### src/rtl/proc_pkg.sv
// Shared types, instruction field positions and opcode classification
// helpers for the fetch/decode/issue front end.
package proc_pkg;

  typedef enum logic [3:0] {
    OP_NOP   = 4'b0000,
    OP_ADD   = 4'b0001,
    OP_SUB   = 4'b0010,
    OP_AND   = 4'b0011,
    OP_OR    = 4'b0100,
    OP_XOR   = 4'b0101,
    OP_INC   = 4'b0110,
    OP_DEC   = 4'b0111,
    OP_NOT   = 4'b1000,
    OP_SHL   = 4'b1001,
    OP_SHR   = 4'b1010,
    OP_ASR   = 4'b1011,
    OP_ROR   = 4'b1100,
    OP_ROL   = 4'b1101,
    OP_LOAD  = 4'b1110,
    OP_STORE = 4'b1111
  } opcode_t;

  typedef enum logic [2:0] {
    S_IDLE,
    S_FETCH,
    S_WAIT_MEM,
    S_ISSUE,
    S_HALTED
  } fiu_state_t;

  localparam int OPCODE_MSB = 15;
  localparam int OPCODE_LSB = 12;
  localparam int DEST_MSB   = 11;
  localparam int DEST_LSB   = 9;
  localparam int SRCA_MSB   = 8;
  localparam int SRCA_LSB   = 6;
  localparam int SRCB_MSB   = 5;
  localparam int SRCB_LSB   = 3;
  localparam int SDA_MSB    = 3;
  localparam int SDA_LSB    = 0;

  // Everything except NOP and STORE produces a register result.
  function automatic logic writes_reg(input logic [3:0] op);
    return (op != OP_NOP) && (op != OP_STORE);
  endfunction

  function automatic logic reads_a(input logic [3:0] op);
    return ((op >= OP_ADD) && (op <= OP_ROL)) || (op == OP_STORE);
  endfunction

  function automatic logic reads_b(input logic [3:0] op);
    return (op >= OP_ADD) && (op <= OP_XOR);
  endfunction

endpackage

### src/rtl/fetch_issue_unit_if.sv
// Instruction issue interface between the front end (master) and the
// execution unit (slave).
interface fetch_issue_unit_if;
  logic [3:0] opcode;
  logic [2:0] dest_reg;
  logic [2:0] opAAdr;
  logic [2:0] opBAdr;
  logic [3:0] storeDataAdr;
  logic       issue_valid;
  logic       eu_ready;

  modport master (
    output opcode, dest_reg, opAAdr, opBAdr, storeDataAdr, issue_valid,
    input  eu_ready
  );

  modport slave (
    input  opcode, dest_reg, opAAdr, opBAdr, storeDataAdr, issue_valid,
    output eu_ready
  );
endinterface

### src/rtl/fetch_issue_unit_hazard_tracker.sv
// Read-after-write hazard window: remembers the destination of the last
// register-writing transfer and holds dependents for HAZARD_CYCLES cycles.
module hazard_tracker #(
  parameter int HAZARD_CYCLES = 3
) (
  input  logic       clk,
  input  logic       reset,
  input  logic       transfer,
  input  logic       writes,
  input  logic [2:0] dest,
  input  logic       reads_a,
  input  logic       reads_b,
  input  logic [2:0] src_a,
  input  logic [2:0] src_b,
  output logic       stall
);

  localparam int CNT_W = (HAZARD_CYCLES < 1) ? 1 : $clog2(HAZARD_CYCLES + 1);

  logic [CNT_W-1:0] count;
  logic [2:0]       last_dest;

  always_ff @(posedge clk) begin
    // NOTE: state registers use non-blocking assignments so every flop
    // samples pre-edge values regardless of statement order.
    if (reset) begin
      count     <= '0;
      last_dest <= '0;
    end else if (transfer) begin
      if (writes) begin
        count     <= CNT_W'(HAZARD_CYCLES);
        last_dest <= dest;
      end else begin
        count <= '0;
      end
    end else if (count != '0) begin
      count <= count - CNT_W'(1);
    end
  end

  assign stall = (count != '0) &&
                 ((reads_a && (src_a == last_dest)) ||
                  (reads_b && (src_b == last_dest)));

endmodule

### src/rtl/fetch_issue_unit.sv
// Instruction fetch/decode/issue front end with RAW hazard stall.
// Optional FIU_PERF_CNT_EN adds issued_count / stall_count outputs.
module fetch_issue_unit
  import proc_pkg::*;
#(
  parameter int          PC_W          = 8,
  parameter int          HAZARD_CYCLES = 3,
  parameter logic [15:0] HALT_WORD     = 16'h0FFF
) (
  input  logic                clk,
  input  logic                reset,
  input  logic                start,
  output logic [PC_W-1:0]     imem_addr,
  output logic                imem_rd_en,
  input  logic [15:0]         imem_data,
  input  logic                imem_valid,
  fetch_issue_unit_if.master  eu,
  output logic [PC_W-1:0]     pc,
`ifdef FIU_PERF_CNT_EN
  output logic [15:0]         issued_count,
  output logic [15:0]         stall_count,
`endif
  output logic                halted
);

  fiu_state_t      state_q, state_d;
  logic [PC_W-1:0] pc_q, pc_d;
  logic [15:0]     instr_q, instr_d;
  logic [3:0]      op;
  logic            stall;
  logic            issue_valid;
  logic            transfer;

  assign op          = instr_q[OPCODE_MSB:OPCODE_LSB];
  assign issue_valid = (state_q == S_ISSUE) && !stall;
  assign transfer    = issue_valid && eu.eu_ready;

  always_ff @(posedge clk) begin
    if (reset) begin
      state_q <= S_IDLE;
      pc_q    <= '0;
      instr_q <= '0;
    end else begin
      state_q <= state_d;
      pc_q    <= pc_d;
      instr_q <= instr_d;
    end
  end

  always_comb begin
    // NOTE: hold values assigned up front so no path leaves a target
    // unassigned, which would otherwise infer a latch.
    state_d = state_q;
    pc_d    = pc_q;
    instr_d = instr_q;
    unique case (state_q)
      S_IDLE, S_HALTED: begin
        if (start) begin
          state_d = S_FETCH;
          pc_d    = '0;
        end
      end
      S_FETCH: state_d = S_WAIT_MEM;
      S_WAIT_MEM: begin
        if (imem_valid) begin
          instr_d = imem_data;
          if (imem_data == HALT_WORD) begin
            state_d = S_HALTED;
          end else if (imem_data[OPCODE_MSB:OPCODE_LSB] == OP_NOP) begin
            pc_d    = pc_q + PC_W'(1);
            state_d = S_FETCH;
          end else begin
            state_d = S_ISSUE;
          end
        end
      end
      S_ISSUE: begin
        if (transfer) begin
          pc_d    = pc_q + PC_W'(1);
          state_d = S_FETCH;
        end
      end
      default: state_d = S_IDLE;
    endcase
  end

  hazard_tracker #(.HAZARD_CYCLES(HAZARD_CYCLES)) u_hazard (
    .clk      (clk),
    .reset    (reset),
    .transfer (transfer),
    .writes   (writes_reg(op)),
    .dest     (instr_q[DEST_MSB:DEST_LSB]),
    .reads_a  (reads_a(op)),
    .reads_b  (reads_b(op)),
    .src_a    (instr_q[SRCA_MSB:SRCA_LSB]),
    .src_b    (instr_q[SRCB_MSB:SRCB_LSB]),
    .stall    (stall)
  );

  assign imem_rd_en      = (state_q == S_FETCH);
  assign imem_addr       = pc_q;
  assign pc              = pc_q;
  assign halted          = (state_q == S_HALTED);
  assign eu.issue_valid  = issue_valid;
  assign eu.opcode       = op;
  assign eu.dest_reg     = instr_q[DEST_MSB:DEST_LSB];
  assign eu.opAAdr       = instr_q[SRCA_MSB:SRCA_LSB];
  assign eu.opBAdr       = instr_q[SRCB_MSB:SRCB_LSB];
  assign eu.storeDataAdr = instr_q[SDA_MSB:SDA_LSB];

`ifdef FIU_PERF_CNT_EN
  logic start_accept;
  assign start_accept = start && ((state_q == S_IDLE) || (state_q == S_HALTED));

  // Saturating event counters, cleared whenever a run is (re)started.
  always_ff @(posedge clk) begin
    if (reset || start_accept) begin
      issued_count <= '0;
      stall_count  <= '0;
    end else begin
      if (transfer && (issued_count != 16'hFFFF))
        issued_count <= issued_count + 16'd1;
      if ((state_q == S_ISSUE) && stall && (stall_count != 16'hFFFF))
        stall_count <= stall_count + 16'd1;
    end
  end
`endif

endmodule

### src/flat_wrapper.sv
// flat-port wrapper written by rule: the top's interface ports become plain ports
module fetch_issue_unit_flat import proc_pkg::*;
#(
  parameter int          PC_W          = 8,
  parameter int          HAZARD_CYCLES = 3,
  parameter logic [15:0] HALT_WORD     = 16'h0FFF
)
  (clk, reset, start, imem_addr, imem_rd_en, imem_data, imem_valid, pc, halted, eu_opcode, eu_dest_reg, eu_opAAdr, eu_opBAdr, eu_storeDataAdr, eu_issue_valid, eu_eu_ready);
  fetch_issue_unit_if eu_i ();
  input  logic clk;
  input  logic reset;
  input  logic start;
  output logic [PC_W-1:0] imem_addr;
  output logic imem_rd_en;
  input  logic [15:0] imem_data;
  input  logic imem_valid;
  output logic [PC_W-1:0] pc;
  output logic halted;
  output wire logic [$bits(eu_i.opcode)-1:0] eu_opcode;
  output wire logic [$bits(eu_i.dest_reg)-1:0] eu_dest_reg;
  output wire logic [$bits(eu_i.opAAdr)-1:0] eu_opAAdr;
  output wire logic [$bits(eu_i.opBAdr)-1:0] eu_opBAdr;
  output wire logic [$bits(eu_i.storeDataAdr)-1:0] eu_storeDataAdr;
  output wire logic [$bits(eu_i.issue_valid)-1:0] eu_issue_valid;
  input wire logic [$bits(eu_i.eu_ready)-1:0] eu_eu_ready;
  assign eu_opcode = eu_i.opcode;
  assign eu_dest_reg = eu_i.dest_reg;
  assign eu_opAAdr = eu_i.opAAdr;
  assign eu_opBAdr = eu_i.opBAdr;
  assign eu_storeDataAdr = eu_i.storeDataAdr;
  assign eu_issue_valid = eu_i.issue_valid;
  assign eu_i.eu_ready = eu_eu_ready;
  fetch_issue_unit #(.PC_W(PC_W), .HAZARD_CYCLES(HAZARD_CYCLES), .HALT_WORD(HALT_WORD)) u_core (.clk(clk), .reset(reset), .start(start), .imem_addr(imem_addr), .imem_rd_en(imem_rd_en), .imem_data(imem_data), .imem_valid(imem_valid), .eu(eu_i), .pc(pc), .halted(halted));
endmodule
### config.mk
export PLATFORM = sky130hd
export DESIGN_NAME = fetch_issue_unit_flat
export DESIGN_NICKNAME = d
export VERILOG_FILES = /design/src/rtl/proc_pkg.sv /design/src/rtl/fetch_issue_unit_if.sv /design/src/rtl/fetch_issue_unit_hazard_tracker.sv /design/src/rtl/fetch_issue_unit.sv /design/src/flat_wrapper.sv
export SDC_FILE = /design/constraint.sdc
export NUM_CORES = 1
export LEC_CHECK = 0
export CAP_MARGIN = 25
export CORE_MARGIN = 5
export CORE_UTILIZATION = 41
export DETAILED_ROUTE_END_ITERATION = 16
export GPL_ROUTABILITY_DRIVEN = 0
export GPL_TIMING_DRIVEN = 0
export HOLD_SLACK_MARGIN = 0.06
export PLACE_DENSITY = 0.76
export SLEW_MARGIN = 20
export SYNTH_ARGS = -nofsm -noshare
export SYNTH_HDL_FRONTEND = slang
export SYNTH_SLANG_ARGS = --single-unit
### constraint.sdc
create_clock -name clk -period 2.23 [get_ports clk]
set_clock_uncertainty 0.2 [all_clocks]
set_input_delay 0.446 -clock clk [delete_from_list [all_inputs] [get_ports clk]]
set_output_delay 0.446 -clock clk [all_outputs]
set_load 0.05 [all_outputs]
# Word-level counts from Yosys, hierarchy flattened
# Index checks and enable logic that the tools add are counted.
dict set report classes {
  addsub 2
  magnitude_cmp 3
  eq_ne 14
  mux 15
  reduce_logical 22
}
# op count
set op_table {}
lappend op_table {{$mux W8} 5}
lappend op_table {{$pmux W8 S3} 1}
lappend op_table {{$eq A16 B12 Y1 const B} 1}
lappend op_table {{$mux W3} 4}
lappend op_table {{$pmux W3 S4} 1}
lappend op_table {{$add A8 B1 Y8 const B} 1}
lappend op_table {{$logic_and A1 B1 Y1} 8}
lappend op_table {{$mux W2} 4}
lappend op_table {{$eq A3 B2 Y1 const B} 2}
lappend op_table {{$eq A3 B3 Y1} 2}
lappend op_table {{$ne A2 B2 Y1 const B} 3}
lappend op_table {{$reduce_and A6 Y1} 1}
lappend op_table {{$eq A4 B4 Y1 const B} 1}
lappend op_table {{$ge A4 B1 Y1 const B} 1}
lappend op_table {{$le A4 B3 Y1 const B} 1}
lappend op_table {{$le A4 B4 Y1 const B} 1}
lappend op_table {{$logic_not A4 Y1} 1}
lappend op_table {{$ne A2 B1 Y1 const B} 2}
lappend op_table {{$ne A4 B4 Y1 const B} 1}
lappend op_table {{$reduce_and A2 Y1} 2}
lappend op_table {{$reduce_bool A2 Y1} 2}
lappend op_table {{$reduce_bool A4 Y1} 1}
lappend op_table {{$eq A3 B1 Y1 const B} 1}
lappend op_table {{$eq A3 B3 Y1 const B} 1}
lappend op_table {{7 further kinds} 8}
dict set report totals {
  register_bits 32
  in_bits 21
  out_inout_bits 36
}

# Longest topological paths before layout
dict set report logic_depth {
  ltp_word 11
  mapped_depth 9
  mapped_depth_nobuf 6
}

# Hierarchy
# A second synthesis with hierarchy kept.
dict set report hier_totals {
  hier_cells 207
  area_unflattened_um2 1657.8
}
# module n_inst cells_per_inst area_each_um2 seq_area_each_um2
set by_module_without_submodules {}
lappend by_module_without_submodules {fetch_issue_unit 1 174 1378.8 540.5}
lappend by_module_without_submodules {hazard_tracker 1 33 279.0 100.1}

# Worst setup path after synthesis
# Ideal clock, no wire load.
dict set report synth_timing {
  path_kind {register to output}
  start {reg u_core.instr_q[13]}
  end {out eu_issue_valid}
  t_arrival_ns 2.044
  slack_ns -0.460
  stages_incl_launch_ff 6
  cell_sequence {dfxtp_1 > and2_1 > a31oi_1 > a22oi_4 > nor2_1 > nor2_1}
}
dict set report synth_via {
  elab_chain_len 8
  elab_cells_between_ends 13
}
# item line_no
set synth_rtl {}
lappend synth_rtl {{start, declared} fetch_issue_unit.sv:28} ;# logic [15:0] instr_q, instr_d;
lappend synth_rtl {{start signal, assigned} fetch_issue_unit.sv:46} ;# instr_q <= instr_d;
lappend synth_rtl {{$ge A4 B1 Y1 / $le A4 B4 Y1 (equally long branches)} {proc_pkg.sv:49, proc_pkg.sv:53}}
lappend synth_rtl {{$logic_and A1 B1 Y1} proc_pkg.sv:49} ;# return ((op >= OP_ADD) && (op <= OP_ROL)) || (op == OP_STORE);
lappend synth_rtl {{$logic_or A1 B1 Y1} proc_pkg.sv:49}
lappend synth_rtl {{$logic_and A1 B1 Y1} fetch_issue_unit_hazard_tracker.sv:42} ;# ((reads_a && (src_a == last_dest)) ||
lappend synth_rtl {{$logic_or A1 B1 Y1 *} fetch_issue_unit_hazard_tracker.sv:42}
lappend synth_rtl {{$logic_and A1 B1 Y1 *} fetch_issue_unit_hazard_tracker.sv:41} ;# assign stall = (count != '0) &&
lappend synth_rtl {{$logic_not A1 Y1 *} fetch_issue_unit.sv:35} ;# assign issue_valid = (state_q == S_ISSUE) && !stall;
lappend synth_rtl {{$logic_and A1 B1 Y1 *} fetch_issue_unit.sv:35}
lappend synth_rtl {{end, declared} flat_wrapper.sv:24} ;# output wire logic [$bits(eu_i.issue_valid)-1:0] eu_issue_valid;
# Every way passes the cells marked *; elsewhere a longest branch is shown, timed or not.

# Final worst setup path
dict set report layout_timing {
  start {reg u_core.instr_q[14]}
  end {out eu_issue_valid}
}
# The elaborated chain is that of the path after synthesis.

==> metrics.yaml <==
grt_pass1_wl_mm: 7.017
cellLeakagePower_nw: 1.158
layout_commonest_cell: "nand2_1"
r2r_end: "u_core.imem_addr[4]$_SDFFE_PP0P_"
final_max_slew_viol_count: 0
wl_per_cell_um: 13.89
io_pins: 57
peakVddDrop_mv: 0.3504
dieHeight_um: 74.26
clkLatencyLatePin_ns: 0.28
crit_family: "simple AND/OR/NAND/NOR gates"
violations: "negative setup slack"
dpl.hpwl_mm: 3.193
hold_path.class: "in2reg"
grt_pass1_vias: 1602
slew_headroom_pct: 65.40
cts_tree: "built"
hold_ws_ns: 0.2062
status: "complete, but fails checks"
detail_route.vias_per_cell: 5.274
worst_pin_slew_ns: 0.5175
num_vias: 1735
n_antenna_cell: 0
drtIter0Drc: 72
slowest_stage: "dfxtp_4"
hold_start: "imem_data[14]"
dp_cells: 314
power.density_nw_per_um2: 586.4
critPathMaxStageDelay_ns: 0.37
start_util_pct: 42.32
fin_crit_sh_pct: 102.1
drcViolationCount: 0
dieArea_sq_um: 5514
hold_viol_final: 0
layout-drive-gt1-share_pct: 23.66
synthCells: 209
grt_start_max_net_pins: 11
nFillCells: 346
netlist_area_sq_um: 1693
instances_no_fill: 329
rsz0062_at_grt: "yes"
max_freq_mhz: 439.4
path_clk_slew_ns: 0.06
cts_sinks: 32
htreeDepth: 2
crit_buf_inv: 1
synth_nets: 232
grtUsageTotal_pct: 16.24
grt-ovfl-total: 0
antenna_left: 0
die_x_um: 74.26
firstDrtPassIters: 4
cap_violations: 0
fin_ws_ns: -0.04593
worstSetupPathType: "reg2out"
total_power_w: 0.001513
cts_max_path_buffers: 2
critPathArrivalTime_ns: 1.63
layout.nets: 302
antenna_found_initial: 0
yosys_warnings: 0
critPathLaunchType: "register"
finalSetupViolCount: 1
routed_wl_mm: 4.570
crit_chain: "nor4_4, a31oi_2, a22oi_4, nor2_4, nor2_4, buf_8"
coreArea_sq_um: 4000
rrSetupSlack_ns: 0.04
crit_fanout: 5
period_needed_ns: 2.276
port_buffers: 55
areaGrowthSynthToFinish_pct: 52.40
ys_seq_elements: 32
final_cell_mix: "39 x nand2_1, 27 x clkdlybuf4s50_1, 26 x dfxtp_1"
crit_top_cell: "nor2_4"
r2r-start: "u_core.state_q[0]$_SDFFE_PP0P_"
hold_buffers: 0
row_count: 23
worstHoldEndpoint: "u_core.instr_q[14]$_SDFFE_PP0P_"
cp.required_ns: 1.58
critPathCaptureType: "output port"
tns_ns: -0.04593
ys_types: 42
hold_path_depth: 3
ff2ff_path_depth: 8
root_buffer: "clkbuf_8"
numCtsBuffers: 5
synth-seq-area-share_pct: 37.84
syn_area_per_cell_sq_um: 8.100
==> sequential cells by signal, summed over array words and instances (netlist names) <==
signal / count
u_core.imem_addr: 8
u_core.state_q: 3
u_core.u_hazard.count: 2
u_core.u_hazard.last_dest: 3
u_core.instr_q: 16
==> worst max-delay path by stage <==
stage,start,endpoint,slack (ns),cells past startpoint
after global placement,imem_data[15],u_core.imem_addr[7]$_SDFFE_PP0P_,-0.72,8
after detailed placement,imem_data[15],u_core.imem_addr[7]$_SDFFE_PP0P_,-0.73,8
after global routing,u_core.instr_q[14]$_SDFFE_PP0P_,eu_issue_valid,-0.12,6
final,u_core.instr_q[14]$_SDFFE_PP0P_,eu_issue_valid,-0.05,6
after floorplan,u_core.instr_q[15]$_SDFFE_PP0P_,eu_issue_valid,-0.02,5
after CTS,u_core.instr_q[6]$_SDFFE_PP0P_,eu_issue_valid,-0.18,6
==> worst register-to-register path: cells and delay by family, from the launching register on <==
family / cells / cell delay (ns)
flip-flops: 1 / 0.32
AND/OR/NAND/NOR: 2 / 0.63
AO/OA/AOI/OAI: 4 / 0.70
buffers and inverters: 2 / 0.27
==> synthesized netlist by cell type (all sizes together) <==
cell	n	share of area [%]
a311oi	1	0.52
a41oi	1	0.52
buf	13	6.2
and3b	1	0.52
nand2	39	8.6
o211a	1	0.59
o21ai	8	2.6
inv	4	0.89
nor3b	2	0.89
o31a	1	0.59
mux2i	3	1.8
o2111ai	1	0.52
and2b	1	0.52
a211oi	1	0.74
nand3	5	1.5
nand2b	2	0.74
or4	1	0.67
dfxtp	32	38
o21bai	1	0.44
a21oi	25	7.4
o211ai	2	0.89
a31oi	3	1.1
or2b	1	0.52
ha	2	1.5
a22oi	1	1.3
xor2	8	4.1
and2	3	1.1
nand3b	2	0.89
o22ai	1	0.37
nor4	5	3.1
or3	4	1.6
nand4	6	2.2
nor2	13	2.9
nor3	5	1.5
clkbuf	7	1.6
o21ba	1	0.59
or2	2	0.74
==> kinds of logic after synthesis <==
kind of cell	count (synthesis)	synth area share, %
simple gates	92	28.01
fa+ha+maj	2	1.478
xor+xnor	8	4.139
buf+inv	24	8.647
flops	32	37.84
mux	3	1.774
compound gates	48	18.11
==> cell type report <==
class	instances	area, sq um	share of cell area [%]
clock inverter	1	5.005	0.1940
sequential	32	650.6	25.22
multi-input combinational	153	1007	39.04
buffer	20	136.4	5.286
timing repair buffer	63	630.6	24.44
tap	50	62.56	2.425
inverter	4	15.01	0.5820
clock buffer	6	72.57	2.813
==> power by group <==
group / leakage (nW) / internal, W / total (W) / switching, W
registers: 0.263 / 0.000604 / 0.000633 / 0.0000291
clock network: 0.0410 / 0.000212 / 0.000428 / 0.000216
logic: 0.854 / 0.000197 / 0.000452 / 0.000255
total: 1.16 / 0.00101 / 0.00151 / 0.000499
==> metal layers <==
metal  track usage [%]  part of all wire (%)  up-vias
met2             27.66                    49       61
li1                  -                     -      860
met4             4.941                   1.6        0
met5                 0                     0        -
met1             19.37                    41      806
met3             5.541                   8.3        8
==> per-stage QoR <==
| step | setup slack (ns) | util [%] | instance area, sq um |
|---|---|---|---|
| 5_1_grt | -0.1231 | 64.50 | 2580 |
| 3_5_place_dp | -0.7350 | 58.02 | 2321 |
| 3_3_place_gp | -0.7223 | 58.02 | 2321 |
| 2_1_floorplan | -0.02486 | - | 1708 |
| 4_1_cts | -0.1813 | 60.96 | 2439 |
| 6_report | -0.04593 | 64.50 | 2580 |
==> timing repair <==
item / 4_1_cts / 5_1_grt
pin swaps: 6 / 11
cloned: 0 / 0
gates resized for setup: 37 / 44
setup endpoints to repair: 21 / 24
setup buffers: 3 / 5
No activity file was read; power rests on OpenSTA's default activity.
